--- config.mk ---
export PLATFORM = sky130hd
export DESIGN_NAME = song_menu_fsm
export DESIGN_NICKNAME = d
export VERILOG_FILES = /design/src/rtl/menu_pkg.sv /design/src/rtl/btn_edge.sv /design/src/rtl/song_menu_fsm.sv
export SDC_FILE = /design/constraint.sdc
export NUM_CORES = 1
export LEC_CHECK = 0
export ABC_AREA = 0
export CAP_MARGIN = 20
export CORE_MARGIN = 4
export CORE_UTILIZATION = 37
export DETAILED_ROUTE_END_ITERATION = 10
export GPL_ROUTABILITY_DRIVEN = 0
export SYNTH_ARGS = -nofsm -noshare
export SYNTH_HDL_FRONTEND = slang
export SYNTH_HIERARCHICAL = 1
export SYNTH_SLANG_ARGS = --single-unit
--- constraint.sdc ---
create_clock -name clk -period 2.8 [get_ports clk]
set_input_delay 0.84 -clock clk [delete_from_list [all_inputs] [get_ports clk]]
set_output_delay 0.84 -clock clk [all_outputs]
set_load 0.01 [all_outputs]
--- src/rtl/menu_pkg.sv ---
// Shared definitions for the song-selection menu and its overlay renderer.
// Contents: menu state encoding, state width, maximum supported song count.
package menu_pkg;

  localparam int unsigned MENU_STATE_W = 2;
  localparam int unsigned MAX_SONGS    = 16;

  typedef enum logic [MENU_STATE_W-1:0] {
    MENU   = 2'd0,
    START  = 2'd1,
    PLAY   = 2'd2,
    RESULT = 2'd3
  } menu_state_e;

endpackage

--- src/rtl/btn_edge.sv ---
// Rising-edge detector for one debounced button level.
// Ports:
//   clk, reset  - system clock, synchronous active-high reset
//   level       - debounced button level
//   rise_c      - combinational one-cycle event: level & ~prev
// A button held through reset release is masked until it has been released.
module btn_edge (
  input  logic clk,
  input  logic reset,
  input  logic level,
  output logic rise_c
);

  logic prev_q;
  logic block_q;

  // Previous-level register plus hold-through-reset mask
  always_ff @(posedge clk) begin
    if (reset) begin
      prev_q  <= 1'b0;
      block_q <= level;
    end else begin
      prev_q <= level;
      if (!level) begin
        block_q <= 1'b0;
      end
    end
  end

  assign rise_c = level & ~prev_q & ~block_q;

endmodule

--- src/rtl/song_menu_fsm.sv ---
// Song-selection menu controller: scrolls a cursor over NUM_SONGS entries,
// latches the selection on enter, pulses game_reset, then holds in PLAY
// until done or back, and shows RESULT until enter is pressed.
// Ports:
//   clk, reset            - system clock, synchronous active-high reset
//   up, down, enter, back - debounced button levels (rising edge = event)
//   done                  - scorer level, song finished
//   menu_state            - encoded FSM state (menu_pkg::menu_state_e)
//   cursor                - highlighted entry
//   song_sel              - entry latched on the MENU enter event
//   game_reset            - one-cycle pulse while in START
//   in_game               - high while in PLAY
// Build option: define SONG_MENU_WRAP_EN to make the cursor wrap at both ends;
// otherwise it saturates at 0 and NUM_SONGS-1.
module song_menu_fsm
  import menu_pkg::*;
#(
  parameter  int unsigned NUM_SONGS = 4,
  localparam int unsigned SONG_W    = $clog2(NUM_SONGS)
) (
  input  logic                    clk,
  input  logic                    reset,
  input  logic                    up,
  input  logic                    down,
  input  logic                    enter,
  input  logic                    back,
  input  logic                    done,
  output logic [MENU_STATE_W-1:0] menu_state,
  output logic [SONG_W-1:0]       cursor,
  output logic [SONG_W-1:0]       song_sel,
  output logic                    game_reset,
  output logic                    in_game
);

  localparam logic [SONG_W-1:0] FIRST_SONG = '0;
  localparam logic [SONG_W-1:0] LAST_SONG  = SONG_W'(NUM_SONGS - 1);

  if (NUM_SONGS < 2 || NUM_SONGS > MAX_SONGS) begin : g_bad_num_songs
    $error("song_menu_fsm: NUM_SONGS out of range 2..16");
  end

  logic up_ev_c, down_ev_c, enter_ev_c, back_ev_c;

  btn_edge u_up_edge    (.clk(clk), .reset(reset), .level(up),    .rise_c(up_ev_c));
  btn_edge u_down_edge  (.clk(clk), .reset(reset), .level(down),  .rise_c(down_ev_c));
  btn_edge u_enter_edge (.clk(clk), .reset(reset), .level(enter), .rise_c(enter_ev_c));
  btn_edge u_back_edge  (.clk(clk), .reset(reset), .level(back),  .rise_c(back_ev_c));

  menu_state_e       state_q, state_d;
  logic [SONG_W-1:0] cursor_q, cursor_d;
  logic [SONG_W-1:0] song_sel_q, song_sel_d;
  logic              game_reset_q, game_reset_d;
  logic              in_game_q, in_game_d;

  // State and output registers
  always_ff @(posedge clk) begin
    if (reset) begin
      state_q      <= MENU;
      cursor_q     <= FIRST_SONG;
      song_sel_q   <= FIRST_SONG;
      game_reset_q <= 1'b0;
      in_game_q    <= 1'b0;
    end else begin
      state_q      <= state_d;
      cursor_q     <= cursor_d;
      song_sel_q   <= song_sel_d;
      game_reset_q <= game_reset_d;
      in_game_q    <= in_game_d;
    end
  end

  // Next-state, cursor and selection logic
  always_comb begin
    state_d    = state_q;
    cursor_d   = cursor_q;
    song_sel_d = song_sel_q;

    case (state_q)
      MENU: begin
        // Enter wins over scrolling; the pre-move cursor is latched
        if (enter_ev_c) begin
          song_sel_d = cursor_q;
          state_d    = START;
        end else if (up_ev_c && !down_ev_c) begin
          if (cursor_q == FIRST_SONG) begin
`ifdef SONG_MENU_WRAP_EN
            cursor_d = LAST_SONG;
`else
            cursor_d = FIRST_SONG;
`endif
          end else begin
            cursor_d = cursor_q - SONG_W'(1);
          end
        end else if (down_ev_c && !up_ev_c) begin
          // >= also pulls any out-of-range value back into the legal range
          if (cursor_q >= LAST_SONG) begin
`ifdef SONG_MENU_WRAP_EN
            cursor_d = FIRST_SONG;
`else
            cursor_d = LAST_SONG;
`endif
          end else begin
            cursor_d = cursor_q + SONG_W'(1);
          end
        end
      end
      START: begin
        state_d = PLAY;
      end
      PLAY: begin
        // done has priority over an abort in the same cycle
        if (done) begin
          state_d = RESULT;
        end else if (back_ev_c) begin
          state_d = MENU;
        end
      end
      RESULT: begin
        if (enter_ev_c) begin
          state_d = MENU;
        end
      end
      default: begin
        state_d = MENU;
      end
    endcase

    game_reset_d = (state_d == START);
    in_game_d    = (state_d == PLAY);
  end

  assign menu_state = state_q;
  assign cursor     = cursor_q;
  assign song_sel   = song_sel_q;
  assign game_reset = game_reset_q;
  assign in_game    = in_game_q;

endmodule

Word-level counts from Yosys, hierarchy flattened
Index checks and enable logic that the tools add are counted.
{"block": "op_classes", "n_eq_ne": 9, "mul": 0, "magnitude_cmp": 1, "muxes": 17, "add_sub_neg": 2, "bitwise_logic": 17, "reduce_logical": 9, "div": 0, "shift": 0}
{"cell": "2-bit 2-to-1 mux", "n": 8}
{"cell": "1-bit NOT", "n": 9}
{"cell": "1-bit bitwise AND", "n": 8}
{"cell": "1-bit 2-to-1 mux", "n": 8}
{"cell": "2-bit inequality test, second input constant", "n": 4}
{"cell": "2-bit case mux with 4 select lines", "n": 1}
{"cell": "2-bit equality test, second input constant", "n": 3}
{"cell": "2-bit by 1-bit equality test with 1-bit output, second input constant", "n": 2}
{"cell": "2-bit zero test", "n": 2}
{"cell": "3-bit AND reduction", "n": 1}
{"cell": "2-bit by 1-bit adder with 2-bit output, second input constant", "n": 1}
{"cell": "2-bit greater-or-equal comparator, second input constant", "n": 1}
{"cell": "1-bit logical AND", "n": 2}
{"cell": "1-bit zero test", "n": 2}
{"cell": "2-bit AND reduction", "n": 1}
{"cell": "2-bit nonzero test", "n": 1}
{"cell": "2-bit by 1-bit subtractor with 2-bit output, second input constant", "n": 1}
{"block": "word_totals", "mem_count": 0, "word_cells": 68, "regBits": 16, "ram_bits": 0, "rom_bits": 0, "output_inout_bits": 8, "input_bits": 7, "latch_bits": 0}

Logic depth before layout (Yosys ltp)
Gate-level depths: netlist (run 1).
{"block": "depth", "word_depth": 7, "mapped_depth": 6, "depth_no_buf": 6}

By module
The synthesis (run 1) kept the hierarchy.
{"module": "song_menu_fsm", "area_each_um2": 369.1, "cells_per_inst": 37, "seq_area_each_um2": 160.2, "instances": 1}
{"module": "btn_edge", "area_each_um2": 85.1, "cells_per_inst": 6, "seq_area_each_um2": 50.0, "instances": 4}

Least setup slack after synthesis (run 1)
OpenSTA, ideal clock, no wires.
{"block": "synth_path", "path_type": "input port to flip-flop", "startpoint": "in down", "endpoint": "reg cursor_q[1] (netlist: cursor[1])", "arrival_ps": 1778, "stages": 6, "t_required_ps": 2672, "slack_ps": 894, "path_buffers": 0, "setup_time_ps": 128, "path_cell_list": "nor3b_2 inv_1 ha_1 nor4_4 mux2i_1 a31oi_1"}
{"block": "synth_via", "elab_chain_cells": 6, "word_cells_on_any_way": 8, "classes_between": "1 x mux; 2 x bitwise; 5 x reduce/logical"}
{"element": "start, declared", "line_no": "song_menu_fsm.sv:24", "text": "input logic down,"}
{"element": "1-bit bitwise AND (*) (2 in a row)", "line_no": "btn_edge.sv:30", "text": "assign rise_c = level & ~prev_q & ~block_q;"}
{"element": "1-bit zero test", "line_no": "song_menu_fsm.sv:84", "text": "end else if (up_ev_c && !down_ev_c) begin"}
{"element": "1-bit logical AND", "line_no": "song_menu_fsm.sv:84"}
{"element": "2-bit nonzero test (no line)"}
{"element": "3-bit AND reduction (no line)"}
{"element": "end signal, assigned", "line_no": "song_menu_fsm.sv:65", "text": "cursor_q <= cursor_d;"}
{"element": "end, declared", "line_no": "song_menu_fsm.sv:50", "text": "logic [SONG_W-1:0] cursor_q, cursor_d;"}
Mark *: on every way between the ends. The rest lies on a longest branch, timed or not.
A chain may end at the register's enable or synchronous reset.

Final worst setup path (run 1)
{"block": "layout_path", "startpoint": "reg state_q[0] (netlist: menu_state[0])", "endpoint": "out menu_state[0]"}
{"element": "start, declared", "line_no": "song_menu_fsm.sv:49", "text": "menu_state_e state_q, state_d;"}
{"element": "start signal, assigned", "line_no": "song_menu_fsm.sv:64", "text": "state_q <= state_d;"}
{"element": "end, declared", "line_no": "song_menu_fsm.sv:28", "text": "output logic [MENU_STATE_W-1:0] menu_state,"}
No word-level cell between the ends.

==> flow_metrics.py, run 1 <==
metrics = {
    "setup_path": {
        "startpoint": "menu_state[0]",
        "startpoint_type": "register",
        "slowest_stage": "clkdlybuf4s50_1",
        "ff2ff_setup_slack_ns": 1.27,
        "cp.depth": 1,
        "crit_chain": "clkdlybuf4s50_1",
        "end_kind": "primary output",
        "endpoint": "menu_state[0]",
        "critPathArrivalTime_ns": 1.41,
        "reg2reg_depth": 6,
        "max_stage_delay_ns": 0.61,
        "timing.rr.start": "u_down_edge/block_q",
        "crit_type": "register to primary output",
        "cp_top_family": "buffers and inverters",
        "r2r-end": "cursor[1]",
        "cp_max_fo": 9,
        "cp_num_buf_inv": 1,
        "cp_data_required_time_ns": 1.96,
    },
    "synth": {
        "postSynthAreaPerCell_um2": 11.6,
        "synth_top_area_share": 0.339,
        "syn_inst": 61,
        "synth_seq_area_share": 0.508,
        "yosys.area_share.adder": 0.0176,
        "synth_top_area_cell": "dfxtp_1",
        "syn_area_um2": 709,
        "ys_warn_count": 6,
        "yosys-top-cells-area": "dfxtp_1, edfxtp_1, nor3b_2",
        "synth_compound_area_frac": 0.0741,
        "muxShareOfSynthArea": 0.0423,
        "synthXorXnorAreaFrac": 0,
        "synth_seq_cells": 16,
        "syn_nets": 69,
        "synth-simple-area-share": 0.347,
        "synth.distinct_cells": 21,
        "synth_top_family_by_area": "simple AND/OR/NAND/NOR gates",
    },
    "global_route": {
        "grt_max_degree": 21,
        "overflow": 0,
        "grt_usage": 0.0919,
        "grt_pass1_wl_um": 1770,
        "grt_pass1_vias": 447,
        "antenna_found_initial": 0,
    },
    "job": {
        "maxCapViolCount": 0,
    },
    "timing": {
        "period_share": 0.802,
        "hold_viol": 0,
        "rsz0062_at_grt": "false",
        "fmax_ghz": 0.445,
        "skew_ns": 0.00510,
        "fin_setup_tns_ns": 0,
        "drv_slew": 0,
        "setup_viol": 0,
        "relSlewSlack": 0.645,
        "finalCriticalPeriod_ns": 2.25,
        "tightest_slew_ns": 0.531,
    },
    "clock_network": {
        "postCtsHoldBufs": 0,
        "root_buffer": "clkbuf_4",
        "ctsHtreeMaxLevel": 1,
        "clock-sinks": 16,
        "clk_pin_slew_ns": 0.09,
        "insertion_delay_ns": 0.27,
        "cts_made_buffers": 3,
        "cts_setup_buffers": 0,
        "cts_tree": "done",
        "cts_resized": 0,
        "clk_path_buf_depth": 2,
    },
    "die": {
        "ioPinCount": 15,
        "start_util": 0.402,
        "fp.dieW_um": 51.8,
        "die_area_mm2": 0.00268,
        "dieHeight_um": 51.8,
        "coreArea_mm2": 0.00176,
        "rows": 15,
    },
    "power_and_ir_drop": {
        "p_switching_w": 0.000112,
        "vdd_ir_drop_max_uv": 264,
        "combinationalPowerShare": 0.183,
        "internal_power_w": 0.000358,
        "pwr-share-clk": 0.239,
        "leakagePower_nw": 0.333,
        "p_total_w": 0.000470,
        "p_seq_frac": 0.578,
        "power.density_mw_per_mm2": 519,
        "sw_frac_of_total": 0.238,
    },
    "route": {
        "dr.pass1.iters": 4,
        "drc": 0,
        "wl_per_cell_um": 10.1,
        "final_antenna_net_count": 0,
        "vias": 464,
        "drt_iter0_drc": 4,
        "viasPerCell": 4.50,
        "routed_wl_um": 1040,
    },
    "place": {
        "numPortBuffers": 14,
        "hpwl_um": 764,
    },
    "run_status": {
        "status": "finished, final reports clean",
    },
    "final_layout": {
        "most-common-layout-cells": "clkdlybuf4s50_1, dfxtp_1, nand2b_1, nor3b_2",
        "drive_above_1_share": 0.231,
        "diodes": 0,
        "final_common_cell": "clkdlybuf4s50_1",
        "area.growth.synth_to_final_pct": 27.9,
        "nets": 88,
    },
    "worst_hold_path": {
        "hold_start": "song_sel[0]",
        "hold_class": "register to register",
    },
}
==> synthesized netlist by cell type, drive strengths merged <==
| cell type | count |
|---|---|
| a21oi | 3 |
| a2bb2oi | 1 |
| a311oi | 2 |
| a31oi | 1 |
| and2 | 4 |
| and2b | 4 |
| buf | 1 |
| dfxtp | 12 |
| edfxtp | 4 |
| ha | 1 |
| inv | 1 |
| mux2i | 3 |
| nand2 | 1 |
| nand2b | 8 |
| nor2 | 3 |
| nor2b | 3 |
| nor3b | 5 |
| nor4 | 1 |
| o21ai | 1 |
| or2b | 1 |
| or3 | 1 |
==> power by group through the flow <==
stage	Sequential (W)	Combinational (W)	Clock (W)
3_5_place_dp	0.000278	0.0000874	0
2_1_floorplan	0.000279	0.0000457	0
3_3_place_gp	0.000277	0.0000864	0
6_report	0.000272	0.0000861	0.000112
4_1_cts	0.000272	0.0000879	0.000120
5_1_grt	0.000276	0.0000958	0.000127
==> routing by layer <==
metal	track usage	up-vias	wire [um]
met3	0.0258	2	61
met5	0	-	0
met4	0.0655	0	13
li1	-	246	-
met2	0.148	9	479
met1	0.103	207	486
==> area by class of cell <==
| cell class | count | area, um^2 |
|---|---|---|
| fill | 182 | 857 |
| inverter | 1 | 3.75 |
| clock buffer | 3 | 22.5 |
| sequential | 16 | 360 |
| tap | 25 | 31.3 |
| multi-input combinational | 43 | 342 |
| timing repair buffer | 15 | 148 |
==> how the worst min path moves through the flow <==
stage             endpoint  slack, ns  cells past startpoint
2_1_floorplan  song_sel[0]       0.53                      2
3_3_place_gp   song_sel[1]       0.47                      2
3_5_place_dp   song_sel[0]       0.48                      2
4_1_cts        song_sel[0]       0.50                      2
5_1_grt        song_sel[0]       0.53                      2
6_report       song_sel[0]       0.50                      2
==> registers in the layout, indices dropped and copies added (netlist names) <==
signal and count:
in_game 1, u_back_edge/prev_q 1, u_enter_edge/block_q 1, song_sel 2
menu_state 2, u_back_edge/block_q 1, game_reset 1, u_down_edge/prev_q 1
u_up_edge/block_q 1, u_down_edge/block_q 1, cursor 2, u_enter_edge/prev_q 1
u_up_edge/prev_q 1
==> stage by stage <==
stage | hold slack, ns | utilization | worst slack [ns] | area [um^2] | instances
after floorplan | 0.531 | - | 0.894 | 709 | 61
after global placement | 0.472 | 0.501 | 0.275 | 885 | 100
after detailed placement | 0.478 | 0.501 | 0.270 | 885 | 100
after CTS | 0.503 | 0.514 | 0.538 | 907 | 103
after global routing | 0.530 | 0.514 | 0.472 | 907 | 103
final | 0.496 | 0.514 | 0.555 | 907 | 103
==> cells by family after synthesis <==
kind of cell               count (synthesis)
AOI/OAI and AO/OA                          8
DFF                                       16
muxes                                      3
buffers and inverters                      2
and+or+nand+nor                           31
adders and majority gates                  1
(Power assumes the default switching activity.)
==> inputs of run 2 (changes only) <==
==> constraint.sdc (replaced) <==
create_clock -name clk -period 1.83 [get_ports clk]
set_input_delay 0.549 -clock clk [delete_from_list [all_inputs] [get_ports clk]]
set_output_delay 0.549 -clock clk [all_outputs]
set_load 0.01 [all_outputs]
==> run 2 against run 1 <==
- largest power group unchanged
- flip-flop and latch count stayed put
- critical path depth stayed put
- final area is 8.1% higher
- die area stayed put
- hold slack worse by 0.0031 ns
- register-to-register slack worse by 1.0 ns
- total power is 61% higher
- count of clock-buffer cells in the layout stayed put
- cell count is 6.8% higher
==> flow_metrics.py, run 2 (synthesized netlist as in run 1, its figures left out) <==
metrics = {
    "run_status": {
        "status": "finished, final reports clean",
    },
    "final_layout": {
        "diodes": 0,
        "final_core_util": 0.556,
        "nets": 94,
        "most-common-layout-cells": "clkdlybuf4s50_1, dfxtp_1, nand2b_1, buf_4",
        "drive_above_1_share": 0.318,
        "area.growth.synth_to_final_pct": 38.3,
        "final_common_cell": "clkdlybuf4s50_1",
        "final_cells": 110,
    },
    "clock_network": {
        "ctsHtreeMaxLevel": 1,
        "clock-sinks": 16,
        "clk_pin_slew_ns": 0.08,
        "insertion_delay_ns": 0.28,
        "clk_path_buf_depth": 2,
        "cts_made_buffers": 3,
        "cts_tree": "done",
        "root_buffer": "clkbuf_4",
        "postCtsHoldBufs": 0,
        "cts_setup_buffers": 0,
    },
    "timing": {
        "tightest_slew_ns": 0.328,
        "setup_viol": 0,
        "skew_ns": 0.00762,
        "finalCriticalPeriod_ns": 1.76,
        "hold_viol": 0,
        "rsz0062_at_grt": "false",
        "relSlewSlack": 0.781,
        "drv_slew": 0,
        "fmax_ghz": 0.569,
        "period_share": 0.961,
    },
    "setup_path": {
        "crit_type": "register to primary output",
        "max_stage_delay_ns": 0.55,
        "crit_chain": "clkdlybuf4s50_1",
        "slowest_stage": "clkdlybuf4s50_1",
        "end_kind": "primary output",
        "critPathArrivalTime_ns": 1.21,
        "cp_max_fo": 6,
        "cp_num_buf_inv": 1,
        "cp_top_family": "buffers and inverters",
        "startpoint_type": "register",
        "cp_data_required_time_ns": 1.28,
    },
    "global_route": {
        "grt_max_degree": 14,
        "antenna_found_initial": 0,
        "grt_pass1_vias": 464,
        "grt_pass1_wl_um": 2000,
        "overflow": 0,
        "grt_usage": 0.108,
    },
    "route": {
        "drc": 0,
        "final_antenna_net_count": 0,
        "routed_wl_um": 1130,
        "vias": 496,
        "viasPerCell": 4.51,
        "wl_per_cell_um": 10.3,
        "dr.pass1.iters": 4,
        "drt_iter0_drc": 17,
    },
    "die": {
        "die_area_mm2": 0.00268,
        "start_util": 0.402,
        "fp.dieW_um": 51.8,
        "rows": 15,
        "ioPinCount": 15,
        "dieHeight_um": 51.8,
        "coreArea_mm2": 0.00176,
    },
    "power_and_ir_drop": {
        "leakagePower_nw": 0.368,
        "vdd_ir_drop_max_uv": 504,
        "power.density_mw_per_mm2": 771,
    },
    "place": {
        "numPortBuffers": 14,
        "dp_cells": 106,
        "hpwl_um": 849,
    },
    "worst_hold_path": {
        "hold_class": "register to register",
    },
    "job": {
        "maxCapViolCount": 0,
    },
}
[run 2: changes by cell type in the layout (fill, tap and decap cells not counted)]
cell             before  now
nor3b_2               5    3
ha_4                  0    1
dlygate4sd2_1         0    2
nor3b_4               0    2
dfxtp_1              12   10
ha_1                  1    0
clkdlybuf4s50_1      14   12
buf_4                 1    7
dfxtp_2               0    2
clkinv_1              0    1
[run 2: path summary, 6_finish.rpt]
path / end / startpoint / slack (ns) / cells after the start
hold reg to reg: song_sel[0] / song_sel[0] / 0.49 / 2
setup / recovery: cursor[0] / cursor[0] / 0.07 / 1
setup reg to reg: cursor[1] / u_down_edge/block_q / 0.23 / 6
hold / removal: song_sel[0] / song_sel[0] / 0.49 / 2
[run 2: repair_timing]
| action | 4_1_cts | 5_1_grt |
|---|---|---|
| cloned | 0 | 0 |
| endpoints found under the setup margin | 4 | 2 |
| pin swaps | 3 | 0 |
| resized for setup | 6 | 1 |
[run 2: area by class of cell]
| class | instances | area [um^2] |
|---|---|---|
| Clock buffer | 3 | 22.5 |
| Clock inverter | 1 | 3.75 |
| Sequential cell | 16 | 363 |
| Timing Repair Buffer | 21 | 190 |
| Fill cell | 161 | 783 |
| Tap cell | 25 | 31.3 |
| Inverter | 1 | 3.75 |
| Multi-Input combinational cell | 43 | 367 |
[run 2: power by group]
group	internal (W)	switching, W	total (W)
Sequential	0.000392	0.0000204	0.000413
Clock	0.0000792	0.000104	0.000183
Combinational	0.0000963	0.0000637	0.000160
[run 2: metrics by stage]
| step | hold slack (ns) | total power, W | setup slack [ns] | area, um^2 | setup TNS [ns] |
|---|---|---|---|---|---|
| 2_1_floorplan | 0.531 | 0.000497 | 0.215 | 709 | 0 |
| 3_3_place_gp | 0.473 | 0.000567 | -0.347 | 930 | -1.27 |
| 3_5_place_dp | 0.477 | 0.000571 | -0.375 | 930 | -1.25 |
| 4_1_cts | 0.500 | 0.000767 | 0.0521 | 975 | 0 |
| 5_1_grt | 0.530 | 0.000803 | 0.0117 | 981 | 0 |
| 6_report | 0.493 | 0.000756 | 0.0714 | 981 | 0 |
[run 2: worst reg2reg max path, stage by stage, from the launching register on]
cell and delay (ns):
edfxtp_1 0.39, nor3b_2 0.15, inv_1 0.09, ha_4 0.25
nor4_4 0.27, mux2i_1 0.23, a31oi_1 0.10
[run 2: per-layer routing]
layer  vias to the layer above  GRT usage  wire [um]
li1                        265          -          -
met1                       216      0.114        494
met2                        13      0.167        531
met3                         2     0.0602         85
met4                         0     0.0655         17
met5                         -          0          0
==> inputs of run 3 (changes only) <==
--- a/config.mk
+++ b/config.mk
@@ -11,6 +11,7 @@
 export CORE_UTILIZATION = 37
 export DETAILED_ROUTE_END_ITERATION = 10
 export GPL_ROUTABILITY_DRIVEN = 0
+export MAX_ROUTING_LAYER = met4
 export SYNTH_ARGS = -nofsm -noshare
 export SYNTH_HDL_FRONTEND = slang
 export SYNTH_HIERARCHICAL = 1
==> run 3 against run 2 <==
- register-to-register slack barely moved
- count of clock-buffer cells in the layout did not move
- first-iteration DRC count did not move
- clock power about the same
- routed wire length is essentially flat
- die area did not move
- sequential power about the same
- critical path type unchanged
- highest routed layer unchanged
==> flow_metrics.py, run 3 (synthesized netlist as in run 1, its figures left out) <==
metrics = {
    "die": {
        "start_util": 0.402,
        "die_area_mm2": 0.00268,
        "rows": 15,
        "ioPinCount": 15,
        "dieHeight_um": 51.8,
        "coreArea_mm2": 0.00176,
        "fp.dieW_um": 51.8,
    },
    "clock_network": {
        "clock-sinks": 16,
        "ctsHtreeMaxLevel": 1,
        "root_buffer": "clkbuf_4",
        "cts_made_buffers": 3,
        "cts_setup_buffers": 0,
        "insertion_delay_ns": 0.28,
        "clk_path_buf_depth": 2,
        "clk_pin_slew_ns": 0.08,
        "cts_tree": "done",
    },
    "place": {
        "dp_cells": 106,
        "hpwl_um": 849,
        "numPortBuffers": 14,
        "post-place-ws_ns": -0.375,
    },
    "setup_path": {
        "startpoint_type": "register",
        "cp_top_family": "buffers and inverters",
        "crit_type": "register to primary output",
        "cp_data_required_time_ns": 1.28,
        "end_kind": "primary output",
        "cp_max_fo": 6,
        "max_stage_delay_ns": 0.55,
        "critPathArrivalTime_ns": 1.21,
        "cp_num_buf_inv": 1,
        "crit_chain": "clkdlybuf4s50_1",
        "slowest_stage": "clkdlybuf4s50_1",
    },
    "route": {
        "dr.pass1.iters": 4,
        "drc": 0,
        "drt_iter0_drc": 17,
        "viasPerCell": 4.51,
        "vias": 496,
        "final_antenna_net_count": 0,
        "wl_per_cell_um": 10.2,
        "routed_wl_um": 1130,
    },
    "worst_hold_path": {
        "hold_class": "register to register",
    },
    "final_layout": {
        "drive_above_1_share": 0.318,
        "final_core_util": 0.556,
        "diodes": 0,
        "most-common-layout-cells": "clkdlybuf4s50_1, dfxtp_1, nand2b_1, buf_4",
        "final_common_cell": "clkdlybuf4s50_1",
        "nets": 94,
        "final_cells": 110,
        "area.growth.synth_to_final_pct": 38.3,
    },
    "timing": {
        "fin_setup_tns_ns": 0,
        "tightest_slew_ns": 0.328,
        "rsz0062_at_grt": "false",
        "fin_ws_ns": 0.0714,
        "relSlewSlack": 0.781,
        "setup_viol": 0,
        "period_share": 0.961,
        "hold_viol": 0,
        "fmax_ghz": 0.569,
        "skew_ns": 0.00758,
        "drv_slew": 0,
        "timing.hold.ws_ns": 0.493,
        "finalCriticalPeriod_ns": 1.76,
    },
    "global_route": {
        "antenna_found_initial": 0,
        "grt_max_degree": 14,
        "grt_usage": 0.111,
        "grt_pass1_vias": 465,
        "overflow": 0,
        "grt_pass1_wl_um": 2000,
    },
    "power_and_ir_drop": {
        "vdd_ir_drop_max_uv": 504,
        "power.density_mw_per_mm2": 771,
        "leakagePower_nw": 0.368,
    },
    "job": {
        "maxCapViolCount": 0,
    },
    "run_status": {
        "status": "finished, final reports clean",
    },
}
==> run 3: area by class of cell <==
class | count | area, um^2
clock buffer | 3 | 22.5
multi-input combinational | 43 | 367
inverter | 1 | 3.75
clock inverter | 1 | 3.75
sequential | 16 | 363
tap | 25 | 31.3
timing repair buffer | 21 | 190
fill | 161 | 783
==> run 3: final timing paths <==
path	startpoint	endpoint	slack, ns	cells past startpoint
max	cursor[0]	cursor[0]	0.07	1
min	song_sel[0]	song_sel[0]	0.49	2
max reg2reg	u_down_edge/block_q	cursor[1]	0.23	6
min reg2reg	song_sel[0]	song_sel[0]	0.49	2
==> run 3: routing by layer <==
metal,vias to the layer above,share of wire,GRT usage
li1,265,-,-
met1,216,0.44,0.114
met2,13,0.47,0.167
met3,2,0.076,0.0602
met4,0,0.013,0.0655
met5,-,0,-
==> run 3: power by group <==
part / leakage, nW / internal (W) / switching (W)
logic: 0.211 / 0.0000963 / 0.0000637
registers: 0.142 / 0.000392 / 0.0000204
clock network: 0.0154 / 0.0000792 / 0.000104
total: 0.368 / 0.000568 / 0.000188
==> run 3: through the flow <==
step           instance area (um^2)  total power [W]
3_5_place_dp                    930         0.000571
3_3_place_gp                    930         0.000567
5_1_grt                         981         0.000803
6_report                        981         0.000756
4_1_cts                         975         0.000767
2_1_floorplan                   709         0.000497
==> run 3: what timing repair did <==
action / 4_1_cts / 5_1_grt
resized for setup: 6 / 1
hold buffers: 0 / 0
setup endpoints to repair: 4 / 2
pin swaps: 3 / 0
